==> src/rtl/pcie_video_depacker_pkg.sv <==
// Shared constants and types for the PCIe video line depacker.
// Holds the header codes, the default line length, the FSM state set
// and a lane-compare helper.
package pcie_video_depacker_pkg;

   localparam logic [15:0] HDR_IDLE  = 16'hFFFF;
   localparam logic [15:0] HDR_FRAME = 16'hA55A;
   localparam logic [15:0] HDR_LINE  = 16'hC33C;

   localparam int DEF_PAYLOAD_BEATS = 160;
   localparam int LANES             = 8;

   typedef enum logic [1:0] {
      ST_HDR     = 2'd0,
      ST_PAYLOAD = 2'd1,
      ST_SKIP    = 2'd2
   } state_t;

   // A header code counts only when all eight lanes carry it.
   function automatic logic all_lanes(
      input logic [127:0] d,
      input logic [15:0]  p
   );
      return d == {LANES{p}};
   endfunction

endpackage

==> src/rtl/pcie_beat_serializer.sv <==
// 128-bit beat register serialised into eight 16-bit pixels, lane 0 first.
// Ports: clk/rst, i_load/i_data/i_sof/i_eol (beat load with line flags),
// o_can_load, o_pix_valid/i_pix_ready/o_pix_data/o_pix_sof/o_pix_eol.
module pcie_beat_serializer
   import pcie_video_depacker_pkg::*;
(
   input  logic         clk,
   input  logic         rst,
   input  logic         i_load,
   input  logic [127:0] i_data,
   input  logic         i_sof,
   input  logic         i_eol,
   output logic         o_can_load,
   output logic         o_pix_valid,
   input  logic         i_pix_ready,
   output logic [15:0]  o_pix_data,
   output logic         o_pix_sof,
   output logic         o_pix_eol
);

   logic [127:0] r_data;
   logic         r_full;
   logic [2:0]   r_lane;
   logic         r_sof;
   logic         r_eol;

   logic w_acc;
   logic w_last;

   assign w_acc  = r_full && i_pix_ready;
   assign w_last = w_acc && (r_lane == 3'(LANES - 1));

   // Reloading while lane 7 leaves keeps pixels back to back.
   assign o_can_load = !r_full || w_last;

   always_ff @(posedge clk or posedge rst) begin
      if (rst) begin
         r_data <= '0;
         r_full <= 1'b0;
         r_lane <= '0;
         r_sof  <= 1'b0;
         r_eol  <= 1'b0;
      end else if (i_load) begin
         r_data <= i_data;
         r_full <= 1'b1;
         r_lane <= '0;
         r_sof  <= i_sof;
         r_eol  <= i_eol;
      end else if (w_acc) begin
         r_lane <= r_lane + 3'd1;
         if (w_last) r_full <= 1'b0;
      end
   end

   assign o_pix_valid = r_full;
   assign o_pix_data  = r_data[{r_lane, 4'b0000} +: 16];
   assign o_pix_sof   = r_full && r_sof && (r_lane == 3'd0);
   assign o_pix_eol   = r_full && r_eol && (r_lane == 3'(LANES - 1));

endmodule

==> src/rtl/pcie_video_depacker.sv <==
// Line depacker: header classification FSM, beat/line counters and
// a beat serialiser. Ports: clk, rst, in_valid/in_ready/in_data,
// pix_valid/pix_ready/pix_data/pix_sof/pix_eol, line_cnt, hdr_err.
module pcie_video_depacker
   import pcie_video_depacker_pkg::*;
#(
   parameter int PAYLOAD_BEATS = DEF_PAYLOAD_BEATS,
   parameter int LINE_W        = 11
) (
   input  logic              clk,
   input  logic              rst,
   input  logic              in_valid,
   output logic              in_ready,
   input  logic [127:0]      in_data,
   output logic              pix_valid,
   input  logic              pix_ready,
   output logic [15:0]       pix_data,
   output logic              pix_sof,
   output logic              pix_eol,
   output logic [LINE_W-1:0] line_cnt,
   output logic              hdr_err
);

   localparam int BW = (PAYLOAD_BEATS > 1) ? $clog2(PAYLOAD_BEATS) : 1;
   localparam logic [BW-1:0] LAST_BEAT = BW'(PAYLOAD_BEATS - 1);

   state_t r_state;
   state_t w_next;

   logic [BW-1:0]     r_beat;
   logic              r_drain;
   logic              r_frame;
   logic              r_hdr_err;
   logic [LINE_W-1:0] r_line;

   logic w_ready;
   logic w_xfer;
   logic w_hdr_acc;
   logic w_load;
   logic w_skip_acc;
   logic w_can_load;
   logic w_eol_acc;
   logic w_is_frame;
   logic w_is_line;
   logic w_is_idle;
   logic w_beat_last;

   assign w_is_frame  = all_lanes(in_data, HDR_FRAME);
   assign w_is_line   = all_lanes(in_data, HDR_LINE);
   assign w_is_idle   = all_lanes(in_data, HDR_IDLE);
   assign w_beat_last = (r_beat == LAST_BEAT);

   assign w_xfer     = in_valid && w_ready;
   assign w_hdr_acc  = w_xfer && (r_state == ST_HDR);
   assign w_load     = w_xfer && (r_state == ST_PAYLOAD);
   assign w_skip_acc = w_xfer && (r_state == ST_SKIP);
   assign w_eol_acc  = pix_valid && pix_ready && pix_eol;

   always_ff @(posedge clk or posedge rst) begin
      if (rst) r_state <= ST_HDR;
      else     r_state <= w_next;
   end

   always_comb begin
      w_next = r_state;
      unique case (r_state)
         ST_HDR: begin
            if (w_hdr_acc)
               w_next = (w_is_frame || w_is_line) ? ST_PAYLOAD : ST_SKIP;
         end
         ST_PAYLOAD: begin
            if (w_eol_acc) w_next = ST_HDR;
         end
         ST_SKIP: begin
            if (w_skip_acc && w_beat_last) w_next = ST_HDR;
         end
         default: w_next = ST_HDR;
      endcase
   end

   // Once the last beat is loaded, input stays closed until it drains.
   always_comb begin
      w_ready = 1'b0;
      unique case (r_state)
         ST_HDR:     w_ready = 1'b1;
         ST_SKIP:    w_ready = 1'b1;
         ST_PAYLOAD: w_ready = !r_drain && w_can_load;
         default:    w_ready = 1'b0;
      endcase
   end

   always_ff @(posedge clk or posedge rst) begin
      if (rst) begin
         r_beat    <= '0;
         r_drain   <= 1'b0;
         r_frame   <= 1'b0;
         r_hdr_err <= 1'b0;
         r_line    <= '0;
      end else begin
         r_hdr_err <= w_hdr_acc &&
                      !(w_is_frame || w_is_line || w_is_idle);
         if (w_hdr_acc) begin
            r_beat  <= '0;
            r_drain <= 1'b0;
            r_frame <= w_is_frame;
            if (w_is_frame)
               r_line <= LINE_W'(1);
            else if (w_is_line && !(&r_line))
               r_line <= r_line + LINE_W'(1);
         end
         if (w_load || w_skip_acc)
            r_beat <= w_beat_last ? '0 : r_beat + BW'(1);
         if (w_load && w_beat_last)
            r_drain <= 1'b1;
      end
   end

   pcie_beat_serializer u_ser (
      .clk         (clk),
      .rst         (rst),
      .i_load      (w_load),
      .i_data      (in_data),
      .i_sof       (r_frame && (r_beat == '0)),
      .i_eol       (w_beat_last),
      .o_can_load  (w_can_load),
      .o_pix_valid (pix_valid),
      .i_pix_ready (pix_ready),
      .o_pix_data  (pix_data),
      .o_pix_sof   (pix_sof),
      .o_pix_eol   (pix_eol)
   );

   assign in_ready = w_ready;
   assign line_cnt = r_line;
   assign hdr_err  = r_hdr_err;

endmodule

==> config.mk <==
export PLATFORM = sky130hd
export DESIGN_NAME = pcie_video_depacker
export DESIGN_NICKNAME = d
export VERILOG_FILES = /design/src/rtl/pcie_video_depacker_pkg.sv /design/src/rtl/pcie_beat_serializer.sv /design/src/rtl/pcie_video_depacker.sv
export SDC_FILE = /design/constraint.sdc
export NUM_CORES = 1
export LEC_CHECK = 0
export BUFFER_PORTS_ARGS = -buffer_cell sky130_fd_sc_hd__buf_2
export CAP_MARGIN = 5
export CORE_UTILIZATION = 45
export DETAILED_ROUTE_END_ITERATION = 8
export GPL_ROUTABILITY_DRIVEN = 0
export MAX_ROUTING_LAYER = met4
export PLACE_DENSITY = 0.73
export SETUP_SLACK_MARGIN = 0.02
export SYNTH_ARGS = -nofsm -noshare
export SYNTH_HDL_FRONTEND = slang
export SYNTH_HIERARCHICAL = 1
export SYNTH_SLANG_ARGS = --single-unit
==> constraint.sdc <==
create_clock -name clk -period 5.73 [get_ports clk]
set_input_delay 0.8595 -clock clk [delete_from_list [all_inputs] [get_ports clk]]
set_output_delay 0.8595 -clock clk [all_outputs]
set_load 0.02 [all_outputs]
==> impl_metrics.env <==
export IMPL_status="complete, no violations"
export IMPL_grt_overflow=0
export IMPL_insertion_delay_ns=0.43
export IMPL_path_class="reg -> reg"
export IMPL_root_buffer="clkbuf_16"
export IMPL_first_global_vias=5770
export IMPL_maxSlewHeadroom_pct=36.50
export IMPL_avgSynthCellArea_sq_um=13.45
export IMPL_numCtsBuffers=17
export IMPL_finalCriticalPeriod_ns=3.520
export IMPL_fmaxAchievable_mhz=284.1
export IMPL_synth_largest_area_cell="dfrtp_1"
export IMPL_critical_path_max_fanout=135
export IMPL_hp_class="reg -> reg"
export IMPL_r2r_start="u_ser/r_lane[2]"
export IMPL_wl_per_cell_microns=19.63
export IMPL_path_clk_slew_ns=0.06
export IMPL_fin_crit_sh_pct=61.44
export IMPL_drive_above_1_share_pct=50.53
export IMPL_clock_skew_ns=0.007292
export IMPL_drt_initial_drc_count=387
export IMPL_vias=5760
export IMPL_finalNonFillerCells=985
export IMPL_hp_start="u_ser/r_data[55]"
export IMPL_coreArea_sq_um=17240
export IMPL_ios=164
export IMPL_powerDensity_nw_per_um2=347.3
export IMPL_ys_flop_type="dfrtp_1"
export IMPL_critPathLaunchType="flip-flop"
export IMPL_placed_cells=953
export IMPL_row_count=48
export IMPL_firstDrtPassIters=5
export IMPL_die_w_microns=134.8
export IMPL_crit_required_ns=6.04
export IMPL_h_tree_depth=4
export IMPL_cts_sinks=158
export IMPL_initial_utilization_pct=46.05
export IMPL_routed_wl_microns=19340
export IMPL_port_buffers=163
export IMPL_synthCells=590
export IMPL_remaining_drc_errors=0
export IMPL_yosys_register_bits=158
export IMPL_crit_start="u_ser/r_lane[2]"
export IMPL_tns_ns=0
export IMPL_final_cell_area_sq_um=9557
export IMPL_nets=885
export IMPL_yosysUniqueCellTypes=49
export IMPL_grt_pass1_wl_microns=31280
export IMPL_synth_top_area_share_pct=49.81
export IMPL_end_kind="flip-flop"
export IMPL_synth_nets=728
export IMPL_netlist_area_sq_um=7938
export IMPL_setup_viol=0
export IMPL_synth_commonest_cells="158 x dfrtp_1, 148 x mux2_2, 40 x nand4_1"
export IMPL_p_leak_nw=4.397
export IMPL_cts_tree="yes"
export IMPL_drtAntennaViolNets=0
export IMPL_avgViaCountPerCell=5.848
export IMPL_postCtsSetupBuffers=0
export IMPL_diodes=0
export IMPL_slew_viol_final=0
export IMPL_dpl_hpwl_microns=13730
export IMPL_track_usage_pct=23.27
export IMPL_holdBufCountCts=0
export IMPL_place_area_sq_um=8904
export IMPL_hold_viol=0
export IMPL_cts_resized=0
export IMPL_clockBufferDepth=2
export IMPL_synth_most_common_cell="dfrtp_1"
export IMPL_worstMarginPinSlew_ns=0.9515
export IMPL_grt_max_degree=136
export IMPL_r2r_slack_ns=2.21
export IMPL_synth_edff_count=0
export IMPL_antenna_found_initial=0
export IMPL_dieArea_sq_um=18170
export IMPL_ir_drop_v=0.0002513
export IMPL_synthArstFlopShare_pct=100.0
export IMPL_yosys_top_cells_area="dfrtp_1 50%, mux2_2 21%, mux4_2 5.7%"
export IMPL_cap_viol_max_count=0
export IMPL_syn_to_final_growth_pct=20.40
export IMPL_synth_warning_count=6
export IMPL_fp_dieH_microns=134.8
export IMPL_synth_seq_area_share_pct=49.81
export IMPL_grt_setup_unrepaired="no"
export IMPL_cp_arrival_ns=3.83
[metal layers]
metal / track usage (%) / routed length (microns) / vias up
met3: 4.730 / 1176 / 31
met1: 32.20 / 8729 / 2890
met5: - / 0 / -
met4: 7.366 / 322 / 0
met2: 34.51 / 9110 / 228
li1: - / - / 2611
[through the flow]
stage	hold WS [ns]	power [W]	setup WS, ns	utilization (%)
5_1_grt	0.5137	0.003459	1.827	55.44
4_1_cts	0.5007	0.003351	2.153	55.44
6_report	0.5001	0.003319	2.210	55.44
2_1_floorplan	0.4385	0.001881	1.288	-
3_5_place_dp	0.4865	0.002109	2.202	51.66
3_3_place_gp	0.4824	0.002094	2.208	51.66
[layout make-up]
cell class | instances | area, sq um
tap | 225 | 281.5
clock inverter | 13 | 200.2
sequential | 158 | 3956
clock buffer | 19 | 452.9
timing repair buffer | 166 | 850.8
inverter | 16 | 65.06
multi-input combinational | 388 | 3750
fill | 1424 | 7680
[placed cells by master (no fill, tap or decap), types with 3 or more instances in the layout]
master	count
a22oi_1	3
nand3_1	14
xor2_1	5
and3_1	4
nand2b_1	3
nor4_1	29
clkbuf_16	17
mux4_1	12
mux2_2	148
nand4_1	40
or2_2	4
nor3_1	7
o21ai_0	11
inv_6	4
mux4_2	20
clkinv_4	4
a31oi_1	4
dfrtp_1	156
inv_1	14
bufinv_16	4
a21bo_2	3
buf_2	163
a21oi_1	10
nand2_1	23
nor2_1	11
ha_1	6
a21o_1	4
[logic make-up after synthesis]
family                   count (synthesis)  share of synthesized area, %
AO/OA/AOI/OAI                           45                         3.704
adder cells (fa/ha/maj)                  6                        0.9458
flip-flops                             158                         49.81
multiplexers                           180                         30.64
buffers and inverters                   44                         3.010
XOR/XNOR                                 5                        0.5517
AND/OR/NAND/NOR                        152                         11.33
[path summary, 6_finish.rpt]
| kind | depth (start not counted) | to |
|---|---|---|
| worst max-delay path | 9 | u_ser/r_data[83] |
| worst min-delay path | 1 | u_ser/r_data[55] |
| worst max register to register | 9 | u_ser/r_data[83] |
| worst min register to register | 1 | u_ser/r_data[55] |
| max in group asynchronous | 3 | u_ser/r_data[72] |
| min in group asynchronous | 2 | u_ser/r_lane[1] |
[worst max-delay path, cell delays in order (launching register included)]
cell,delay [ns]
dfrtp_2,0.96
ha_1,0.30
nand2_1,0.07
nand2_1,0.07
inv_1,0.04
o31ai_1,0.40
nand2_1,0.26
nor3_2,0.26
buf_12,0.55
mux2_2,0.41
[power by group]
group,switching [W],internal (W),total (W),leakage (nW)
registers,0.000135,0.00120,0.00133,2.01
logic,0.000366,0.000386,0.000752,2.07
clock network,0.000472,0.000762,0.00123,0.317
total,0.000973,0.00235,0.00332,4.40
[state kept, by name, indices dropped and copies added, names as in the netlist]
name               count
r_state                2
u_ser/r_sof            1
r_drain                1
u_ser/r_eol            1
u_ser/o_pix_valid      1
u_ser/r_lane           3
hdr_err                1
line_cnt              11
r_frame                1
u_ser/r_data         128
r_beat                 8
Power figures use the tool's default switching activity.
